`src/rtl/cdac_loader.sv`:
```
// cdac_loader: round-robin arbiter and serializer for the comparator
// threshold DAC serial port. Two on-chip requesters share the port; the
// JTAG DAC path (JTAG_BUSY) always wins and aborts any load in flight.
module cdac_loader #(
  parameter int DW   = 12,  // DAC word width, shifted MSB first
  parameter int HALF = 2    // CLK25 cycles per DACCLK half-period, 1..15
) (
  input  logic          CLK25,
  input  logic          RST_B,
  input  logic          REQ0,
  input  logic [DW-1:0] DATA0,
  output logic          ACK0,
  input  logic          REQ1,
  input  logic [DW-1:0] DATA1,
  output logic          ACK1,
  input  logic          JTAG_BUSY,
  output logic          BUSY,
  output logic          DACCLK,
  output logic          DACDAT,
  output logic          DAC_ENB_B,
  output logic [7:0]    XFER_CNT
);

  localparam int BW = $clog2(DW + 1);

  typedef enum logic [2:0] {
    IDLE   = 3'd0,
    SETUP  = 3'd1,
    CLK_LO = 3'd2,
    CLK_HI = 3'd3,
    HOLD   = 3'd4,
    DONE   = 3'd5
  } state_t;

  state_t          state_q, state_d;
  logic [3:0]      half_q, half_d;
  logic [BW-1:0]   bit_q, bit_d;
  logic [DW-1:0]   shift_q, shift_d;
  logic            gid_q, gid_d;     // requester currently being served
  logic            last_q, last_d;   // requester served by the last completed load
  logic [7:0]      xfer_d;
  logic            gnt;
  logic            half_done;
  logic            in_xfer;
  logic            ack0_d, ack1_d, busy_d, dacclk_d, dacdat_d, enb_b_d;

  assign half_done = (half_q == 4'(HALF - 1));
  assign in_xfer   = (state_q == SETUP) || (state_q == CLK_LO) ||
                     (state_q == CLK_HI) || (state_q == HOLD);

  // Next-state, counters, shifter and the next value of every registered output
  always_comb begin
    // NOTE: every signal assigned below gets a default first so no path leaves
    // it unassigned; an unassigned path would infer a latch.
    state_d = state_q;
    half_d  = half_q + 4'd1;
    bit_d   = bit_q;
    shift_d = shift_q;
    gid_d   = gid_q;
    last_d  = last_q;
    xfer_d  = XFER_CNT;
    gnt     = 1'b0;

    case (state_q)
      IDLE: begin
        half_d = '0;
        if (!JTAG_BUSY && (REQ0 || REQ1)) begin
          // Contention goes to the requester not served last
          gnt     = (REQ0 && REQ1) ? !last_q : REQ1;
          gid_d   = gnt;
          shift_d = gnt ? DATA1 : DATA0;
          state_d = SETUP;
        end
      end
      SETUP: begin
        if (half_done) begin
          state_d = CLK_LO;
          half_d  = '0;
          bit_d   = BW'(DW);
        end
      end
      CLK_LO: begin
        if (half_done) begin
          state_d = CLK_HI;
          half_d  = '0;
        end
      end
      CLK_HI: begin
        if (half_done) begin
          half_d  = '0;
          shift_d = {shift_q[DW-2:0], 1'b0};
          bit_d   = bit_q - 1'b1;
          state_d = (bit_q == BW'(1)) ? HOLD : CLK_LO;
        end
      end
      HOLD: begin
        if (half_done) begin
          state_d = DONE;
          half_d  = '0;
          xfer_d  = XFER_CNT + 8'd1;
        end
      end
      DONE: begin
        state_d = IDLE;
        half_d  = '0;
        last_d  = gid_q;
      end
      default: begin
        state_d = IDLE;
        half_d  = '0;
      end
    endcase

    // JTAG takeover abandons the load; the request stays pending
    if (in_xfer && JTAG_BUSY) begin
      state_d = IDLE;
      half_d  = '0;
      xfer_d  = XFER_CNT;
    end

    // Outputs are registered from the state being entered
    busy_d   = (state_d != IDLE);
    dacclk_d = (state_d == CLK_HI);
    enb_b_d  = !((state_d == SETUP) || (state_d == CLK_LO) ||
                 (state_d == CLK_HI) || (state_d == HOLD));
    dacdat_d = ((state_d == CLK_LO) || (state_d == CLK_HI)) ? shift_d[DW-1] : 1'b0;
    ack0_d   = (state_d == DONE) && !gid_d;
    ack1_d   = (state_d == DONE) &&  gid_d;
  end

  // State, datapath and output registers with synchronous active-low reset
  always_ff @(posedge CLK25) begin
    // NOTE: non-blocking assignments so every register samples pre-edge values.
    if (!RST_B) begin
      state_q   <= IDLE;
      half_q    <= '0;
      bit_q     <= '0;
      shift_q   <= '0;
      gid_q     <= 1'b0;
      last_q    <= 1'b1;
      XFER_CNT  <= '0;
      BUSY      <= 1'b0;
      DACCLK    <= 1'b0;
      DACDAT    <= 1'b0;
      DAC_ENB_B <= 1'b1;
      ACK0      <= 1'b0;
      ACK1      <= 1'b0;
    end else begin
      state_q   <= state_d;
      half_q    <= half_d;
      bit_q     <= bit_d;
      shift_q   <= shift_d;
      gid_q     <= gid_d;
      last_q    <= last_d;
      XFER_CNT  <= xfer_d;
      BUSY      <= busy_d;
      DACCLK    <= dacclk_d;
      DACDAT    <= dacdat_d;
      DAC_ENB_B <= enb_b_d;
      ACK0      <= ack0_d;
      ACK1      <= ack1_d;
    end
  end

endmodule
```
`config.mk`:
```
export PLATFORM = sky130hd
export DESIGN_NAME = cdac_loader
export DESIGN_NICKNAME = d
export VERILOG_FILES = /design/src/rtl/cdac_loader.sv
export SDC_FILE = /design/constraint.sdc
export NUM_CORES = 1
export LEC_CHECK = 0
export BUFFER_PORTS_ARGS = -buffer_cell sky130_fd_sc_hd__buf_2
export CAP_MARGIN = 15
export CORE_ASPECT_RATIO = 0.6
export CORE_UTILIZATION = 48
export DETAILED_ROUTE_END_ITERATION = 7
export GPL_TIMING_DRIVEN = 0
export PLACE_DENSITY = 0.75
export SLEW_MARGIN = 20
export SYNTH_ARGS = -nofsm -noshare
export SYNTH_HDL_FRONTEND = slang
export SYNTH_SLANG_ARGS = --single-unit
```
`constraint.sdc`:
```
create_clock -name CLK25 -period 1.6 [get_ports CLK25]
set_input_delay 0.16 -clock CLK25 [delete_from_list [all_inputs] [get_ports CLK25]]
set_output_delay 0.16 -clock CLK25 [all_outputs]
set_load 0.005 [all_outputs]
```
After elaboration in Yosys (flattened, before gate mapping)
Cells that the tools add are included.
{"block": "word_totals", "regBits": 39, "inputBits": 29, "word_cells": 80}
{"block": "op_classes", "addsub": 3, "eq_ne": 15, "n_mux": 18, "n_bitwise": 3, "n_reduce_logical": 27}
{"op": "$mux W12", "count": 3}
{"op": "$pmux W12 S2", "count": 1}
{"op": "$mux W3", "count": 7}
{"op": "$pmux W3 S5", "count": 1}
{"op": "$eq A3 B2 Y1 const B", "count": 4}
{"op": "$eq A3 B3 Y1 const B", "count": 4}
{"op": "$reduce_and A3 Y1", "count": 3}
{"op": "$add A8 B1 Y8 const B", "count": 1}
{"op": "$eq A4 B1 Y1 const B", "count": 2}
{"op": "$logic_or A1 B1 Y1", "count": 8}
{"op": "$mux W4", "count": 2}
{"op": "$pmux W4 S2", "count": 1}
{"op": "$reduce_or A4 Y1", "count": 2}
{"op": "$eq A3 B1 Y1 const B", "count": 2}
{"op": "$ne A2 B2 Y1 const B", "count": 3}
{"op": "$logic_and A1 B1 Y1", "count": 5}
{"op": "$add A4 B1 Y4 const B", "count": 1}
{"op": "$logic_not A1 Y1", "count": 4}
{"op": "$reduce_bool A2 Y1", "count": 2}
{"op": "$sub A4 B1 Y4 const B", "count": 1}
{"op": "$logic_not A3 Y1", "count": 1}
{"op": "$mux W1", "count": 3}
{"op": "$not A1 Y1", "count": 3}
{"op": "$reduce_bool A3 Y1", "count": 1}
{"op": "$reduce_and A2 Y1", "count": 1}

Depth between registers and ports, before layout
{"block": "logic_depth", "word_depth": 11, "depth_mapped": 7, "depth_no_buf": 6}

Worst setup path before layout
OpenSTA, ideal clock, no wires.
{"block": "synth_timing", "kind": "flip-flop to flip-flop", "startpoint": "reg state_q[1]", "endpoint": "reg DACDAT", "setup_time_ns": 0.116, "arrival_ns": 1.561, "required_ns": 1.484, "path_slack_ns": -0.077, "stages_incl_launch_ff": 6, "n_path_buf": 1, "path_cell_list": "dfxtp_1 -> or4_4 -> or2_1 -> buf_2 -> and3_1 -> o211a_1"}
{"block": "synth_between", "elab_chain_len": 9, "word_cells_on_any_way": 21, "cone_classes": "eq/ne: 6; mux: 8; reduce/logical: 7"}
{"item": "start: declaration", "line_no": "35", "rtl": "state_t state_q, state_d;"}
{"item": "start signal: assignment", "line_no": "149", "rtl": "state_q <= state_d;"}
{"item": "$eq A3 B1 Y1 / $eq A3 B2 Y1 (equally long branches)", "line_no": "48, 64"}
{"item": "$logic_or A1 B1 Y1 (2 in a row)", "line_no": "48", "rtl": "assign in_xfer = (state_q == SETUP) || (state_q == CLK_LO) ||"}
{"item": "$logic_or A1 B1 Y1", "line_no": "49", "rtl": "(state_q == CLK_HI) || (state_q == HOLD);"}
{"item": "$logic_and A1 B1 Y1", "line_no": "115", "rtl": "if (in_xfer && JTAG_BUSY) begin"}
{"item": "$mux W3", "line_no": "115"}
{"item": "$eq A3 B2 Y1", "line_no": "126", "rtl": "dacdat_d = ((state_d == CLK_LO) || (state_d == CLK_HI)) ? shift_d[DW-1] : 1'b0;"}
{"item": "$logic_or A1 B1 Y1", "line_no": "126"}
{"item": "$reduce_and A2 Y1 (no source line)"}
{"item": "end signal: assignment", "line_no": "158", "rtl": "DACDAT <= dacdat_d;"}
{"item": "end: declaration", "line_no": "19", "rtl": "output logic DACDAT,"}
Parallel ways exist; a longest one is shown, timed or not.
A chain may end at the register's enable or synchronous reset.

Worst setup path after layout
{"block": "layout_timing", "startpoint": "reg half_q[1]", "endpoint": "reg DAC_ENB_B"}
{"block": "layout_between", "elab_chain_len": 9, "word_cells_on_any_way": 15, "cone_classes": "eq/ne: 5; mux: 6; reduce/logical: 4"}
{"item": "start: declaration", "line_no": "36", "rtl": "logic [3:0] half_q, half_d;"}
{"item": "start signal: assignment", "line_no": "150", "rtl": "half_q <= half_d;"}
{"item": "$eq A4 B1 Y1 (*)", "line_no": "47", "rtl": "assign half_done = (half_q == 4'(HALF - 1));"}
{"item": "$mux W3, on equally long branches"}
{"item": "$pmux W3 S5 (*)", "line_no": "64", "rtl": "case (state_q)"}
{"item": "$mux W3 (*)", "line_no": "115"}
{"item": "$eq A3 B1 Y1 / $eq A3 B2 Y1 (equally long branches)", "line_no": "124", "rtl": "enb_b_d = !((state_d == SETUP) || (state_d == CLK_LO) ||"}
{"item": "$logic_or A1 B1 Y1 (2 in a row)", "line_no": "124"}
{"item": "$logic_or A1 B1 Y1 (*)", "line_no": "125", "rtl": "(state_d == CLK_HI) || (state_d == HOLD));"}
{"item": "$logic_not A1 Y1 (*)", "line_no": "124"}
{"item": "end signal: assignment", "line_no": "159", "rtl": "DAC_ENB_B <= enb_b_d;"}
{"item": "end: declaration", "line_no": "20", "rtl": "output logic DAC_ENB_B,"}
Every way passes the cells marked *; elsewhere a longest branch is shown, timed or not.

==> flow_summary.toml <==
[status]
status = "finished, violations left"
violations = "setup timing"

[synthesis]
synthArstFlopShare = 0
ys_seq_area_frac = 0.415
ys_seq_elements = 39
ys_types = 49
synth_edf_count = 0
synth.avg_cell_area_um2 = 9.14
syn_inst = 206
synth_flop_cell = "dfxtp_1"
syn_area_mm2 = 0.00188
syn_nets = 240
yosysWarnings = 0

[drt]
firstDrtPassIters = 4
dr_wl_met3_um = 373
wl_met1_mm = 2.54
drc = 0
wl_per_cell_um = 17.9
wl_met2_mm = 2.72
top_layer = "met4"
vias = 1879
first_iter_violations = 138
wirelength_mm = 5.75
vias_per_cell = 5.85
final_antenna_net_count = 0

[critical_path]
r2r-start = "half_q[1]"
reg2regPathDepth = 7
worstSetupPathType = "register to register"
r2r_end = "DAC_ENB_B"
required_ns = 1.75
critical_path_buf_inv_count = 2
cp-end-kind = "register"
slowest_stage = "dfxtp_2"
start_kind = "register"
cp.arrival_ns = 1.87
cpPeakStageDelay_ns = 0.33
crit_family = "simple AND/OR/NAND/NOR gates"
crit_path_max_fanout = 5
r2r_slack_ns = -0.12
cp_cell_sequence = "inv_2 > ha_4 > buf_4 > nand4bb_4 > nor4_4 > a22o_1 > o311ai_2"

[finish]
fillers = 251
multi_input_area_mm2 = 0.00128
regArea_um2 = 790
layout_commonest_cell = "buf_2"
n_antenna_cell = 0
nets = 307
syn_to_final_growth_pct = 44.9
mostFrequentLayoutCells = "buf_2, dfxtp_1, nor2_1, buf_4, a21oi_1"
final_layout_size_suffix_gt1_frac = 0.485
post-route-util = 0.737

[sta]
layout_worst_path_cycle_share = 1.07
fin_crit_ns = 1.72
drv_slew = 0
skew_ns = 0.0107
worst_slack_ns = -0.118
worstMarginPinSlew_ns = 0.551
hold_viol = 0
max_slew_margin = 0.633
rsz0062_at_grt = "true"
fmax_ghz = 0.582
finalSetupViolations = 20

[clock_network]
cts_num_sinks = 39
cts_buffer_depth = 2
insertion_delay_ns = 0.31
cts_buffers = 5
clk_pin_slew_worst_paths_ns = 0.09
cts_hold_buf = 0
cts_tree = "built"
cts-root-buf = "clkbuf_8"
htree_levels = 2

[pwr]
seq_power_share = 0.462
internal_power_mw = 1.62
power_frac_clock = 0.398
sw_frac_of_total = 0.265
power.switching_mw = 0.583
p_per_area_mw_per_mm2 = 807
ir_worst_vdd_uv = 524
comb_power_share = 0.140
leakagePower_nw = 1.07

[hold_path]
whs_endpoint = "shift_q[9]"
hold_class = "input pin to register"
worstHoldStart = "DATA0[9]"
min_path_cells = 4

[placed_design]
dp_hpwl_mm = 3.05
portBuffers = 42
gp_congestion = 0.841
pre_cts_ws_ns = -0.389

[global_route]
grt_first_pass_wirelength_mm = 7.56
globalRoute.totalOverflow = 0
antenna_found_initial = 0
grt_pass1_vias = 1604
grt_usage = 0.233
grt_max_degree = 15

[die]
die_y_um = 50.5
fp.coreArea_mm2 = 0.00370
start_util = 0.509
fp.dieArea_mm2 = 0.00419
io_pins = 43
die_width_um = 82.9
rows = 17

[flow_run]
cap_violations = 0
## worst max path at each step
stage / startpoint / to / slack (ns) / cells past startpoint
2_1_floorplan: state_q[1] / DACDAT / -0.02 / 5
3_3_place_gp: last_q / shift_q[7] / -0.35 / 5
3_5_place_dp: half_q[0] / DAC_ENB_B / -0.39 / 5
4_1_cts: half_q[1] / DAC_ENB_B / -0.05 / 6
5_1_grt: half_q[1] / BUSY / -0.16 / 6
6_report: half_q[1] / DAC_ENB_B / -0.12 / 7
## metrics by stage
step           instance area (um^2)  hold slack, ns  total power [mW]  TNS [ns]  cells
2_1_floorplan                  1910           0.381              1.18   -0.0753    206
3_3_place_gp                   2180           0.447              1.25     -6.47    295
3_5_place_dp                   2180           0.458              1.25     -6.47    295
4_1_cts                        2520           0.266              2.12    -0.382    314
5_1_grt                        2730           0.286              2.27     -1.86    321
6_report                       2730           0.259              2.20    -0.923    321
## logic make-up (layout without fill, tap and decap cells)
group	after synthesis	in the layout	synth area share
and+or+nand+nor	75	75	0.229
AOI/OAI and AO/OA	46	46	0.160
DFF	39	39	0.415
buffers and inverters	18	86	0.0399
muxes	14	14	0.0811
xor gates and xnor gates	9	9	0.0419
adders and majority gates	5	5	0.0332
## power groups by stage
stage	Sequential [mW]	Clock, mW	Combinational, mW
2_1_floorplan	1.03	0	0.146
3_3_place_gp	1.04	0	0.213
3_5_place_dp	1.04	0	0.217
4_1_cts	1.01	0.860	0.247
5_1_grt	1.02	0.924	0.327
6_report	1.02	0.875	0.308
## worst register-to-register path, stage by stage, from the launching register on
cell and delay (ns):
dfxtp_2 0.33, inv_2 0.07, ha_4 0.15, buf_4 0.12
nand4bb_4 0.14, nor4_4 0.34, a22o_1 0.30, o311ai_2 0.12
## state kept, by name, summed over array words and instances, names as in the netlist
register   cells
ACK0           1
DACDAT         1
last_q         1
DAC_ENB_B      1
shift_q       12
ACK1           1
state_q        3
gid_q          1
half_q         4
XFER_CNT       8
BUSY           1
DACCLK         1
bit_q          4
## timing repair
item                       4_1_cts  5_1_grt
gates resized for setup         32       39
setup buffers                   11        6
setup endpoints to repair       36       32
gates cloned                     1        1
pin swaps                       10       25
## cells in the mapped netlist, types with 2 or more instances
cell | count | area, um^2
a21oi_1 | 17 | 85.1
a22oi_1 | 11 | 82.6
a311oi_1 | 2 | 17.5
and2_1 | 4 | 25.0
and3_1 | 3 | 18.8
buf_2 | 6 | 30.0
clkbuf_1 | 6 | 22.5
dfxtp_1 | 39 | 781
ha_1 | 5 | 62.6
inv_1 | 4 | 15.0
mux2_2 | 10 | 113
mux2i_1 | 4 | 40.0
nand2_1 | 7 | 26.3
nand2b_1 | 2 | 12.5
nand3_1 | 15 | 75.1
nand3b_1 | 3 | 22.5
nand4_1 | 3 | 18.8
nor2_1 | 18 | 67.6
nor3_1 | 2 | 10.0
nor4_1 | 4 | 25.0
o21a_1 | 2 | 15.0
o21ai_0 | 5 | 25.0
xnor2_1 | 3 | 26.3
xor2_1 | 6 | 52.6
## metal layers
| metal | vias up | track usage |
|---|---|---|
| li1 | 886 | - |
| met1 | 912 | 0.328 |
| met2 | 71 | 0.347 |
| met3 | 10 | 0.0592 |
| met4 | 0 | 0.0776 |
| met5 | - | 0 |
## layout make-up
class / count / share of cell area
Inverter: 5 / 0.00688
Tap cell: 47 / 0.0216
Buffer: 12 / 0.0321
Sequential cell: 39 / 0.289
Clock buffer: 5 / 0.0252
Clock inverter: 3 / 0.0174
Timing Repair Buffer: 61 / 0.139
Multi-Input combinational cell: 149 / 0.468
(Power assumes the default switching activity.)
